[src/rtl/handler_seq.sv]
// Tester-handler sequencer: conditions start-of-test, runs one device test with timeout,
// and drives a one-hot bin bus that is stable for a fixed setup time before EOT rises.
module handler_seq #(
    parameter int NBIN        = 10,
    parameter int DEB_CYC     = 16,
    parameter int SETUP_CYC   = 100,
    parameter int TIMEOUT_CYC = 2000000,
    parameter int TO_BIN      = 9,
    parameter int ERR_BIN     = 8
) (
    input  logic                    CLK,
    input  logic                    RST,
    input  logic                    SOT_RAW,
    input  logic                    PROG_SOT,
    input  logic                    SEL_MANUAL,
    input  logic                    ABORT,
    input  logic                    TST_DONE,
    input  logic [$clog2(NBIN)-1:0] TST_BIN,
    output logic                    TST_START,
    output logic                    TST_ACTIVE,
    output logic                    EOT,
    output logic [NBIN-1:0]         BIN,
    output logic                    TIMEOUT_FLG,
    output logic [15:0]             TEST_CNT,
    output logic [2:0]              STATE
);
    localparam int BW = $clog2(NBIN);
    localparam int DW = $clog2(DEB_CYC + 1);
    localparam int SW = $clog2(SETUP_CYC + 1);
    localparam int TW = $clog2(TIMEOUT_CYC);

    localparam logic [DW-1:0]   DEB_LAST   = DW'(DEB_CYC - 1);
    localparam logic [DW-1:0]   DEB_MAX    = DW'(DEB_CYC);
    localparam logic [SW-1:0]   SETUP_LAST = SW'(SETUP_CYC - 1);
    localparam logic [TW-1:0]   TIMER_LAST = TW'(TIMEOUT_CYC - 1);
    localparam logic [NBIN-1:0] TO_MASK    = NBIN'(1) << TO_BIN;
    localparam logic [NBIN-1:0] ERR_MASK   = NBIN'(1) << ERR_BIN;

    typedef enum logic [2:0] {
        S_IDLE     = 3'd0,
        S_TEST     = 3'd1,
        S_SETUP    = 3'd2,
        S_EOT_HOLD = 3'd3
    } state_t;

    logic            sot_sel;
    logic [1:0]      sync_reg;
    logic [DW-1:0]   deb_cnt_reg;
    logic            qual_sot_reg;
    logic [NBIN-1:0] done_hot;
    logic [NBIN-1:0] done_mask;

    state_t          state_reg;
    logic [TW-1:0]   timer_reg;
    logic [SW-1:0]   setup_reg;
    logic            tst_start_reg;
    logic            tst_active_reg;
    logic            eot_reg;
    logic [NBIN-1:0] bin_reg;
    logic            timeout_flg_reg;
    logic [15:0]     test_cnt_reg;

    assign sot_sel = SEL_MANUAL ? PROG_SOT : SOT_RAW;

    // The count saturates at DEB_CYC so the qualifier fires once per high period.
    always_ff @(posedge CLK or posedge RST) begin
        if (RST) begin
            sync_reg     <= '0;
            deb_cnt_reg  <= '0;
            qual_sot_reg <= 1'b0;
        end else begin
            sync_reg     <= {sync_reg[0], sot_sel};
            qual_sot_reg <= sync_reg[1] && (deb_cnt_reg == DEB_LAST);
            if (!sync_reg[1])
                deb_cnt_reg <= '0;
            else if (deb_cnt_reg != DEB_MAX)
                deb_cnt_reg <= deb_cnt_reg + 1'b1;
        end
    end

    genvar gi;
    generate
        for (gi = 0; gi < NBIN; gi++) begin : g_bin_dec
            assign done_hot[gi] = (TST_BIN == BW'(gi));
        end
    endgenerate

    // An index with no matching output line is reported on the error bin.
    assign done_mask = (|done_hot) ? done_hot : ERR_MASK;

    always_ff @(posedge CLK or posedge RST) begin
        if (RST) begin
            state_reg       <= S_IDLE;
            timer_reg       <= '0;
            setup_reg       <= '0;
            tst_start_reg   <= 1'b0;
            tst_active_reg  <= 1'b0;
            eot_reg         <= 1'b0;
            bin_reg         <= '0;
            timeout_flg_reg <= 1'b0;
            test_cnt_reg    <= '0;
        end else begin
            tst_start_reg <= 1'b0;
            if (ABORT) begin
                state_reg       <= S_IDLE;
                tst_active_reg  <= 1'b0;
                eot_reg         <= 1'b0;
                bin_reg         <= '0;
                timeout_flg_reg <= 1'b0;
            end else begin
                case (state_reg)
                    S_IDLE, S_EOT_HOLD: begin
                        if (qual_sot_reg) begin
                            tst_start_reg   <= 1'b1;
                            tst_active_reg  <= 1'b1;
                            eot_reg         <= 1'b0;
                            bin_reg         <= '0;
                            timeout_flg_reg <= 1'b0;
                            timer_reg       <= '0;
                            state_reg       <= S_TEST;
                        end
                    end
                    S_TEST: begin
                        if (TST_DONE) begin
                            bin_reg        <= done_mask;
                            tst_active_reg <= 1'b0;
                            setup_reg      <= '0;
                            state_reg      <= S_SETUP;
                        end else if (timer_reg == TIMER_LAST) begin
                            bin_reg         <= TO_MASK;
                            timeout_flg_reg <= 1'b1;
                            tst_active_reg  <= 1'b0;
                            setup_reg       <= '0;
                            state_reg       <= S_SETUP;
                        end else begin
                            timer_reg <= timer_reg + 1'b1;
                        end
                    end
                    S_SETUP: begin
                        if (setup_reg == SETUP_LAST) begin
                            eot_reg   <= 1'b1;
                            state_reg <= S_EOT_HOLD;
                            if (test_cnt_reg != 16'hFFFF)
                                test_cnt_reg <= test_cnt_reg + 1'b1;
                        end else begin
                            setup_reg <= setup_reg + 1'b1;
                        end
                    end
                    default: state_reg <= S_IDLE;
                endcase
            end
        end
    end

    assign TST_START   = tst_start_reg;
    assign TST_ACTIVE  = tst_active_reg;
    assign EOT         = eot_reg;
    assign BIN         = bin_reg;
    assign TIMEOUT_FLG = timeout_flg_reg;
    assign TEST_CNT    = test_cnt_reg;
    assign STATE       = state_reg;
endmodule
[config.mk]
export PLATFORM = sky130hd
export DESIGN_NAME = handler_seq
export DESIGN_NICKNAME = d
export VERILOG_FILES = /design/src/rtl/handler_seq.sv
export SDC_FILE = /design/constraint.sdc
export NUM_CORES = 1
export LEC_CHECK = 0
export CAP_MARGIN = 20
export CORE_ASPECT_RATIO = 0.5
export CORE_UTILIZATION = 35
export DETAILED_ROUTE_END_ITERATION = 8
export GPL_TIMING_DRIVEN = 1
export HOLD_SLACK_MARGIN = 0.05
export MAX_ROUTING_LAYER = met4
export SLEW_MARGIN = 40
export SYNTH_ARGS = -nofsm -noshare
export SYNTH_HDL_FRONTEND = slang
export SYNTH_SLANG_ARGS = --single-unit
[constraint.sdc]
create_clock -name CLK -period 2.2 [get_ports CLK]
set_clock_uncertainty 0.15 [all_clocks]
set_input_delay 0.44 -clock CLK [delete_from_list [all_inputs] [get_ports CLK]]
set_output_delay 0.44 -clock CLK [all_outputs]
set_load 0.01 [all_outputs]
# Word-level counts from Yosys, hierarchy flattened
# Cells that the tools add are included.
# W data, S select, Z words.
[op_classes] n_mux=39 n_reduce_logical=16 n_div=0 n_lt_le_gt_ge=0 n_eq_ne=28 shift=0 addsub=4 multipliers=0 bitwise=1
[op_table] operator="$mux W21" count=3
[op_table] operator="$mux W10" count=5
[op_table] operator="$pmux W21 S2" count=1
[op_table] operator="$add A21 B1 Y21 const B" count=1
[op_table] operator="$eq A21 B21 Y1 const B" count=1
[op_table] operator="$mux W7" count=3
[op_table] operator="$pmux W10 S2" count=1
[op_table] operator="$add A16 B1 Y16 const B" count=1
[op_table] operator="$eq A4 B3 Y1 const B" count=4
[op_table] operator="$ne A16 B16 Y1 const B" count=1
[op_table] operator="$mux W3" count=5
[op_table] operator="$ne A3 B3 Y1 const B" count=5
[op_table] operator="$mux W1" count=14
[op_table] operator="$pmux W7 S2" count=1
[op_table] operator="$reduce_and A4 Y1" count=3
[op_table] operator="$mux W5" count=2
[op_table] operator="$reduce_or A10 Y1" count=1
[op_table] operator="$pmux W3 S3" count=1
[op_table] operator="$reduce_and A3 Y1" count=3
[op_table] operator="$eq A4 B2 Y1 const B" count=2
[op_table] operator="$eq A4 B4 Y1 const B" count=2
[op_table] operator="$ne A2 B2 Y1 const B" count=4
[op_table] operator="$add A7 B1 Y7 const B" count=1
[op_table] operator="$eq A7 B7 Y1 const B" count=1
[op_table] operator="other kinds (17)" count=22
[word_totals] latchBits=0 output_inout_bits=33 mem_bits_ro=0 in_bits=11 reg_bits=69 memories=0 mem_bits_rw=0 elab_cells=100

# Logic depth before layout (Yosys ltp)
# Gate-level depths: netlist of the first run.
[depth] depth_word=6 depth_mapped=9 ltp_nobuf=7

# Least setup slack after synthesis of the first run
# OpenSTA, ideal clock, no wires.
[synth_path] path_type="register to register" start="register state_reg[0] (netlist: STATE[0])" end="register timer_reg[18]" stages_incl_launch_ff=8 arrival_ns=2.096 t_required_ns=1.921 synth_period_minus_slack_ns=2.375 setup_time_ns=0.129 slack_ns=-0.175 path_buffers=0 cell_sequence="dfrtp_1 inv_1 ha_1 nor2b_1 a2111oi_1 o31ai_4 a311oi_1 a21oi_1"
[synth_between] elab_chain_cells=4 word_cells_on_any_way=10 classes_between="eq/ne (5); mux (1); reduce/logical (4)"
[synth_lines] item="from (decl)" line_no="53" text="state_t state_reg;"
[synth_lines] item="from (signal assigned)" line_no="93" text="state_reg <= S_IDLE;"
[synth_lines] item="from (signal assigned)" line_no="105" text="state_reg <= S_IDLE;"
[synth_lines] item="from (signal assigned)" line_no="120" text="state_reg <= S_TEST;"
[synth_lines] item="$eq A3 B2 Y1 / $logic_not A3 Y1 (equally long branches)" line_no="111" text="case (state_reg)"
[synth_lines] item="$reduce_or A2 Y1" line_no="111"
[synth_lines] item="$ne A2 B2 Y1 (no line) / $reduce_bool A2 Y1 (equally long branches)"
[synth_lines] item="$reduce_and A5 Y1 (no line)"
[synth_lines] item="to (signal assigned)" line_no="136" text="timer_reg <= timer_reg + 1'b1;"
[synth_lines] item="to (decl)" line_no="54" text="logic [TW-1:0] timer_reg;"
# Several ways; a longest one is shown, not always the timed one.
# A chain may end at the register's enable or synchronous reset.

# Worst setup path in the final report of the first run
[layout_path] start="register timer_reg[1]" end="register timer_reg[9]"
[layout_between] elab_chain_cells=4 word_cells_on_any_way=7 classes_between="add/sub (1); eq/ne (2); mux (3); reduce/logical (1)"
[layout_lines] item="$add A21 B1 Y21" line_no="136"
[layout_lines] item="$mux W21" line_no="129" text="end else if (timer_reg == TIMER_LAST) begin"
[layout_lines] item="$mux W21" line_no="124" text="if (TST_DONE) begin"
[layout_lines] item="$pmux W21 S2" line_no="111"
# Several ways; a longest one is shown, not always the timed one. The select of a mux whose other input is x is not followed.

==> metrics.csv, run 1 <==
stage,metric,value,unit
run_status,status,"finished, violations left",
run_status,failing checks,setup timing,
routing,met1 wire length,4660,um
cts,TritonCTS clock tree,done,
power_and_ir_drop,pwr/cell area,784,nW/um2
cts,worst skew pair latency,0.33,ns
routing,DRT Pass-1 Iters,4,
routing,WL/cell,14.8,um
critical_path,CP cell instances,ha_4 -> nand4b_1 -> or4_4 -> o31a_1 -> buf_6 -> a31oi_2,
critical_path,family with the most delay on the worst path,simple AND/OR/NAND/NOR gates,
logic_synthesis,Yosys cell types,65,
cts,htree depth,3,
critical_path,Crit path buffers/inverters,1,
logic_synthesis,Synth area leader,dfrtp_1,
logic_synthesis,post-synth net total,394,
logic_synthesis,ys async rst share,100,%
power_and_ir_drop,P_leak,2.24,nW
logic_synthesis,register bit total from synthesis,68,
critical_path,CP peak stage delay,0.62,ns
logic_synthesis,synth warn,0,
global_route,number of global-route vias before repair,3141,
cts,CTS Hold Bufs,0,
routing,metal2 WL,4290,um
timing,Final setup viols,6,
logic_synthesis,Mapped Cells,375,
placement,routability cong.,0.820,
global_route,GRT Residual Overflow,0,
hold_path,worst hold-check path type,flop to flop,
critical_path,R2R Setup Slk,-0.04,ns
critical_path,slowest CP cell,or4_4,
power_and_ir_drop,Max VDD drop,0.437,mV
cts,CTS Buffer Depth,2,
global_route,largest net degree at the start of global routing,69,
logic_synthesis,synth top area cells,"dfrtp_1 46%, nand3_1 3.4%, nand2_1 3.3%",
routing,met3 WL,281,um
routing,Vias/cell,5.29,
routing,DRC,0,
global_route,GR Util All Layers,18.5,%
timing,Max Slew Vio Count,0,
finish,Layout Cells excl Fill,628,
global_route,initial antenna violation count,0,
critical_path,CP arrival,2.35,ns
critical_path,Setup crit start,timer_reg[1],
routing,Post-DRT Antenna Nets,0,
cts,Num CTS Buffers,9,
critical_path,CP endpoint,timer_reg[9],
finish,share of cells above drive strength 1,25.4,%
placement,Placed Area,4790,um2
routing,1st-iter DRT viols,213,
critical_path,FF-to-FF Start,timer_reg[1],
logic_synthesis,post-synthesis area per instance,9.89,um2
finish,area added between synthesis and finish,40.8,%
timing,min Tclk post-route,2.24,ns
critical_path,R2R cell count,6,
job,max-capacitance violation count,0,
logic_synthesis,Post-synth EDFFs,0,
logic_synthesis,top cell type's share of synthesized area,45.9,%
die,Core Footprint,10200,um2
logic_synthesis,Post-synth top flop,dfrtp_1,
critical_path,RR Endpoint,timer_reg[9],
logic_synthesis,"Seq/Total Area, Yosys",45.9,%
die,die area,11000,um2
die,die width,148,um
die,Top Ports,44,
critical_path,crit end category,flop,
critical_path,Critical Path RT,2.31,ns
die,row cnt,26,
critical_path,WS Path Type,flop to flop,
power_and_ir_drop,total power,4.09,mW
cts,clk slew on worst S/H paths,0.06,ns
placement,Placed Cells,608,
routing,Max Used Layer,met4,
timing,final worst slack,-0.0437,ns
finish,max reg flops,21,
timing,final worst-path cycle share,102,%
finish,"Design Area, Final",5220,um2
cts,clk sink count,68,
timing,Max Clock Freq,446,MHz
placement,Port Buf Inserts,42,
finish,n_diodes,0,
timing,Fin. Hold Viols,0,
die,Die Y,74.8,um
cts,Root Buffer,clkbuf_16,
routing,via count,3323,
timing,RSZ-0062 raised after global routing,yes,
routing,final WL,9300,um
die,Initial Utilization,36.2,%
placement,post-DP HPWL,6590,um
global_route,first-pass GRT wire length,15300,um
critical_path,worst-path fanout max,4,
placement,Place WS,-0.0793,ns
finish,Nets,502,
logic_synthesis,synthesized cell area,3710,um2
critical_path,CP Launch Type,flop,
critical_path,CP Depth,6,
==> power by group <==
part	total [mW]	switching, mW	internal, mW
clock	1.37	0.573	0.801
combinational	1.27	0.650	0.625
sequential	1.44	0.0990	1.35
==> layout make-up <==
type                            instances  area [um2]
Clock buffer                           10         239
Tap cell                              140         175
Clock inverter                          6        48.8
Inverter                               15        60.1
Sequential cell                        68        1700
Fill cell                             957        5030
Timing Repair Buffer                  114        1000
Multi-Input combinational cell        275        1990
==> worst reg2reg max path, delay by kind of cell (launching register included) <==
kind / cells / cell delay, ns
simple gates: 2 / 0.79
compound gates: 2 / 0.53
flops: 1 / 0.39
fa+ha+maj: 1 / 0.16
buf+inv: 1 / 0.14
==> synth_stat cells (all sizes together), types with 8 or more instances <==
| library cell | count |
|---|---|
| a31oi | 18 |
| nor2 | 18 |
| nand3 | 26 |
| nand4 | 16 |
| and3 | 10 |
| a21oi | 8 |
| xnor2 | 12 |
| nor3 | 9 |
| dfrtp | 68 |
| o21ai | 14 |
| inv | 15 |
| clkbuf | 13 |
| ha | 8 |
| nand2 | 33 |
==> per-stage QoR <==
| stage | util [%] | hold slack (ns) | TNS, ns |
|---|---|---|---|
| floorplan | - | 0.181 | 0 |
| finish | 50.9 | 0.204 | -0.152 |
| global placement | 46.7 | 0.181 | -0.663 |
| CTS | 49.8 | 0.205 | 0 |
| global route | 50.9 | 0.218 | -0.484 |
| detailed placement | 46.7 | 0.186 | -0.859 |
==> cell usage in the layout, fill, tap and decap left out, drive strengths merged, types with 3 or more instances in the layout <==
cell,instances
ha,8
nor4,5
a31oi,18
o21ai,14
and2,4
a21o,6
nand3b,5
a211oi,3
clkinvlp,4
o31ai,5
nand3,26
nor2b,5
a21oi,8
and3,10
nand2b,3
nand4,16
xor2,5
dfrtp,68
nand2,33
clkbuf,10
o22ai,3
nor3,9
a22o,4
nor4b,7
inv,15
buf,72
xnor2,12
clkdlybuf4s50,42
and4,3
nor2,18
a32o,5
mux2i,6
==> repair_timing <==
item	CTS	global route
setup buffers	1	4
resized for setup	4	22
pin swaps	2	13
endpoints found under the setup margin	26	39
==> cell families after synthesis <==
logic type      synth area share [%]
fa+ha+maj                       2.70
simple gates                    23.6
xor+xnor                        4.02
compound gates                  18.0
mux                             2.23
buf+inv                         3.48
other cells                    0.101
flops                           45.9
==> how the worst min path moves through the flow <==
stage,startpoint,end,cells past startpoint
floorplan,sync_reg[0],sync_reg[1],0
global placement,sync_reg[0],sync_reg[1],0
detailed placement,sync_reg[0],sync_reg[1],0
CTS,sync_reg[0],sync_reg[1],0
global route,sync_reg[0],sync_reg[1],0
finish,sync_reg[0],sync_reg[1],0
==> metal layers <==
metal | vias to the layer above | GRT usage [%]
li1 | 1625 | -
met1 | 1650 | 23.6
met2 | 40 | 29.0
met3 | 8 | 4.73
met4 | 0 | 6.30
met5 | - | -
(Power assumes the default switching activity.)
==> run 2: changes to the inputs <==
--- a/config.mk
+++ b/config.mk
@@ -8,8 +8,10 @@
 export CAP_MARGIN = 20
 export CORE_ASPECT_RATIO = 0.5
 export CORE_UTILIZATION = 35
+export CTS_CLUSTER_DIAMETER = 150
 export DETAILED_ROUTE_END_ITERATION = 8
-export GPL_TIMING_DRIVEN = 1
+export DONT_BUFFER_PORTS = 1
+export GPL_TIMING_DRIVEN = 0
 export HOLD_SLACK_MARGIN = 0.05
 export MAX_ROUTING_LAYER = met4
 export SLEW_MARGIN = 40
==> run 2 against run 1 <==
  * The run now ends clean
  * Register-to-register slack improved by 0.095 ns
  * Die area unchanged
  * Utilization decreased by 5.7 points
  * Setup slack improved by 0.095 ns
  * Critical endpoint is now timer_reg[18]
==> metrics.csv, run 2 (synthesized netlist as in run 1, its figures left out) <==
stage,metric,value,unit
run_status,status,"finished, final reports clean",
power_and_ir_drop,P_leak,1.89,nW
critical_path,Critical Path RT,2.26,ns
cts,TritonCTS clock tree,done,
placement,Placed Area,4000,um2
finish,Nets,419,
routing,WL/cell,16.3,um
critical_path,WS Path Type,flop to flop,
global_route,first-pass GRT wire length,14500,um
cts,Root Buffer,clkbuf_16,
timing,min Tclk post-route,2.15,ns
die,row cnt,26,
die,Core Footprint,10200,um2
cts,htree depth,3,
placement,post-DP HPWL,6090,um
timing,Slew @ Worst Pin,0.707,ns
die,die area,11000,um2
timing,Fin. Hold Viols,0,
critical_path,CP arrival,2.21,ns
finish,area added between synthesis and finish,24.9,%
placement,Port Buf Inserts,0,
finish,"commonest cells after routing, fill and taps aside","61 x dfrtp_1, 31 x nand2_1, 24 x nand3_1",
cts,clk slew on worst S/H paths,0.05,ns
routing,final WL,8890,um
finish,"Design Area, Final",4630,um2
finish,max reg flops,21,
power_and_ir_drop,pwr/cell area,874,nW/um2
global_route,GR Util All Layers,17.6,%
die,Initial Utilization,36.2,%
routing,via count,3078,
global_route,number of global-route vias before repair,2843,
power_and_ir_drop,Max VDD drop,0.437,mV
routing,1st-iter DRT viols,226,
timing,Slew headroom,52.4,%
die,Die Y,74.8,um
timing,Max Slew Vio Count,0,
hold_path,worst hold-check path type,input pin to flop,
routing,Vias/cell,5.66,
critical_path,worst-path fanout max,6,
die,Top Ports,44,
routing,DRT Pass-1 Iters,5,
global_route,GRT Residual Overflow,0,
die,die width,148,um
critical_path,crit end category,flop,
finish,n_diodes,0,
timing,Fin Hold WS,0.0885,ns
routing,Post-DRT Antenna Nets,0,
finish,fill count,955,
timing,RSZ-0062 raised after global routing,yes,
placement,routability cong.,0.827,
timing,final worst-path cycle share,97.7,%
job,max-capacitance violation count,0,
cts,CTS Buffer Depth,2,
finish,share of cells above drive strength 1,23.5,%
routing,DRC,0,
cts,clk sink count,68,
critical_path,CP Launch Type,flop,
timing,Max Clock Freq,465,MHz
timing,Final setup viols,0,
global_route,initial antenna violation count,0,
cts,worst skew pair latency,0.33,ns
cts,Num CTS Buffers,9,
finish,"most common cell after layout, fill and taps aside",dfrtp_1,
global_route,largest net degree at the start of global routing,22,
==> run 2: changes by cell type in the layout (fill, tap and decap cells not counted), sizes merged <==
| cell | change |
|---|---|
| bufinv | +2 |
| inv | -1 |
| clkbuf | +6 |
| buf | -49 |
| dlygate4sd3 | +1 |
| clkdlybuf4s50 | -42 |
| clkinvlp | -2 |
| clkinv | +1 |
==> run 2: metrics by stage <==
step	instances	TNS [ns]	power, mW	utilization (%)	worst slack (ns)
global route	544	-0.0345	4.26	45.2	-0.0117
detailed placement	518	-14.77	2.32	39.0	-0.468
floorplan	375	0	2.10	-	0.0273
CTS	544	0	4.01	44.1	0.00257
global placement	515	-12.91	2.29	38.2	-0.442
finish	544	0	4.05	45.2	0.0514
==> run 2: what timing repair did <==
action | in CTS | in global routing
gates cloned | 0 | 0
hold buffers | 1 | 0
endpoints found under the setup margin | 56 | 37
buffers inserted | 13 | 3
resized for setup | 32 | 31
pin swaps | 8 | 11
endpoints found under the hold margin | 12 | 0
==> run 2: critical path: stages, from the launching register on <==
cell	delay, ns
dfrtp_2	0.46
inv_2	0.08
ha_4	0.21
nor2b_4	0.15
a2111oi_4	0.40
o31ai_4	0.15
buf_6	0.16
a311oi_2	0.18
a21oi_1	0.07
==> run 2: path summary, 6_finish.rpt <==
check / cells past startpoint / slack, ns / end / startpoint
hold reg to reg: 0 / 0.20 / sync_reg[1] / sync_reg[0]
max in group asynchronous: 5 / 0.71 / timer_reg[7] / RST
setup reg to reg: 8 / 0.05 / timer_reg[18] / STATE[0]
setup / recovery: 8 / 0.05 / timer_reg[18] / STATE[0]
hold / removal: 1 / 0.09 / BIN[8] / TST_BIN[3]
min in group asynchronous: 2 / 0.41 / TEST_CNT[7] / RST
==> run 2: per-layer routing <==
layer,routed length (um),global-route usage (%)
met1,4270,22.5
met2,4110,27.1
met3,417,4.85
met4,89,6.19
met5,0,-
==> run 2: final cells by class <==
class | instances | area [um2] | share of cell area, %
buffer | 13 | 100 | 2.16
clock buffer | 9 | 225 | 4.86
clock inverter | 6 | 90.1 | 1.94
inverter | 15 | 60.1 | 1.30
multi-input combinational | 275 | 2070 | 44.7
sequential | 68 | 1710 | 36.9
tap | 140 | 175 | 3.78
timing repair buffer | 18 | 201 | 4.35
==> run 2: report_power, final <==
part           internal (mW)  switching, mW
logic                  0.443          0.610
registers               1.35          0.119
clock network          0.986          0.544
==> run 3: changes to the inputs <==
--- a/config.mk
+++ b/config.mk
@@ -18,3 +18,4 @@
 export SYNTH_ARGS = -nofsm -noshare
 export SYNTH_HDL_FRONTEND = slang
 export SYNTH_SLANG_ARGS = --single-unit
+export TNS_END_PERCENT = 1
==> run 3 against run 2 <==
  * The run now ends with setup timing left
  * Critical path type unchanged
  * Maximum frequency decreased by 2.4%
  * Flip-flop and latch count unchanged
  * Power up 2.5%
  * Largest cell class unchanged
==> metrics.csv, run 3 (synthesized netlist as in run 1, its figures left out) <==
stage,metric,value,unit
run_status,status,"finished, violations left",
run_status,failing checks,setup timing,
finish,area added between synthesis and finish,27.3,%
placement,post-DP HPWL,6000,um
critical_path,Setup crit start,STATE[0],
critical_path,R2R Setup Slk,-0.002,ns
placement,routability cong.,0.848,
critical_path,Critical Path RT,2.26,ns
finish,share of cells above drive strength 1,23.8,%
hold_path,worst hold-check path type,input pin to flop,
die,Top Ports,44,
timing,Max Clock Freq,454,MHz
timing,min Tclk post-route,2.20,ns
critical_path,WS Path Type,flop to flop,
routing,final WL,8940,um
routing,DRT Pass-1 Iters,4,
die,row cnt,26,
critical_path,CP Launch Type,flop,
global_route,GRT Residual Overflow,0,
cts,worst skew pair latency,0.34,ns
global_route,number of global-route vias before repair,2728,
timing,final worst slack,-0.00156,ns
critical_path,Crit path buffers/inverters,2,
hold_path,min-delay src,TST_BIN[3],
critical_path,R2R cell count,7,
die,die width,148,um
critical_path,CP arrival,2.26,ns
global_route,first-pass GRT wire length,13800,um
timing,final worst-path cycle share,100,%
die,Die Y,74.8,um
cts,clk slew on worst S/H paths,0.06,ns
routing,WL/cell,16.2,um
timing,Final setup viols,1,
global_route,GR Util All Layers,16.9,%
finish,Nets,426,
routing,1st-iter DRT viols,181,
cts,CTS Buffer Depth,2,
critical_path,FF-to-FF Start,STATE[0],
hold_path,worst hold path depth,1,
critical_path,worst-path fanout max,6,
critical_path,slowest CP cell,dfrtp_2,
timing,Fin Hold WS,0.0816,ns
critical_path,crit end category,flop,
hold_path,Worst Hold Path EP,BIN[8],
critical_path,CP cell instances,inv_2 -> ha_4 -> nor2b_4 -> buf_12 -> a2111oi_4 -> o31a_1 -> a31oi_1,
job,max-capacitance violation count,0,
timing,RSZ-0062 raised after global routing,yes,
routing,Post-DRT Antenna Nets,0,
finish,"commonest cells after routing, fill and taps aside","60 x dfrtp_1, 31 x nand2_1, 24 x nand3_1",
global_route,largest net degree at the start of global routing,22,
timing,Slew @ Worst Pin,0.766,ns
global_route,initial antenna violation count,0,
routing,Vias/cell,5.59,
power_and_ir_drop,Max VDD drop,0.459,mV
critical_path,CP peak stage delay,0.46,ns
power_and_ir_drop,pwr/cell area,880,nW/um2
placement,Place WS,-0.450,ns
die,die area,11000,um2
critical_path,RR Endpoint,timer_reg[10],
finish,"most common cell after layout, fill and taps aside",dfrtp_1,
power_and_ir_drop,P_leak,1.95,nW
cts,TritonCTS clock tree,done,
placement,Port Buf Inserts,0,
die,Initial Utilization,36.2,%
timing,Slew headroom,48.5,%
die,Core Footprint,10200,um2
routing,DRC,0,
routing,via count,3085,
finish,n_diodes,0,
critical_path,family with the most delay on the worst path,compound AO/OA/AOI/OAI gates,
cts,clk sink count,68,
timing,Fin. Hold Viols,0,
timing,Max Slew Vio Count,0,
finish,fill count,953,
finish,max reg flops,21,
cts,Num CTS Buffers,9,
cts,htree depth,3,
cts,Root Buffer,clkbuf_16,
## run 3: cell types whose count changed in the layout (fill, tap and decap cells not counted), moves of 2 or more
cell	before	now
inv_6	0	3
nor4b_4	0	3
buf_12	0	2
buf_4	15	17
clkbuf_16	9	11
clkbuf_2	1	3
clkinv_4	2	0
ha_1	3	5
nor4b_2	2	0
o31ai_1	2	4
o31ai_2	2	0
## run 3: worst max path at each step
| stage | to | slack (ns) | cells past startpoint |
|---|---|---|---|
| final | timer_reg[10] | -0.002 | 7 |
| after floorplan | timer_reg[5] | -0.07 | 7 |
| after detailed placement | timer_reg[6] | -0.45 | 9 |
| after global placement | timer_reg[8] | -0.44 | 9 |
| after global routing | timer_reg[11] | -0.10 | 7 |
| after CTS | timer_reg[10] | -0.01 | 8 |
## run 3: through the flow
| step | setup TNS, ns | util [%] | instances | instance area, um2 | power [mW] |
|---|---|---|---|---|---|
| floorplan | -0.690 | - | 375 | 3720 | 2.07 |
| global placement | -13.13 | 38.0 | 515 | 3890 | 2.26 |
| detailed placement | -13.94 | 38.9 | 518 | 3980 | 2.29 |
| CTS | -0.0266 | 43.2 | 537 | 4430 | 3.91 |
| global route | -0.822 | 46.0 | 552 | 4720 | 4.36 |
| finish | -0.00156 | 46.0 | 552 | 4720 | 4.15 |
## run 3: final cells by class
| type | count | area (um2) | share of cell area (%) |
|---|---|---|---|
| clock buffer | 9 | 225 | 4.77 |
| inverter | 15 | 60.1 | 1.27 |
| tap | 140 | 175 | 3.71 |
| timing repair buffer | 23 | 295 | 6.26 |
| buffer | 15 | 105 | 2.23 |
| multi-input combinational | 275 | 2060 | 43.7 |
| sequential | 68 | 1710 | 36.3 |
| clock inverter | 7 | 82.6 | 1.75 |
## run 3: repair_timing
item,CTS,global route
resized for setup,26,37
hold endpoints to repair,9,0
pin swaps,5,18
hold buffers,1,0
setup buffers,4,13
setup endpoints to repair,55,44
cloned,0,2
## run 3: power by group
group,switching (mW),leakage [nW],internal (mW)
sequential,0.123,0.919,1.35
clock,0.618,0.145,0.897
combinational,0.618,0.884,0.549
total,1.36,1.95,2.79
## run 3: layer usage
layer,track usage [%],share of wire [%],vias up
met5,-,0,-
met4,6.64,1.5,0
met3,4.85,5.1,15
met2,26.1,46,83
met1,21.3,47,1504
li1,-,-,1483
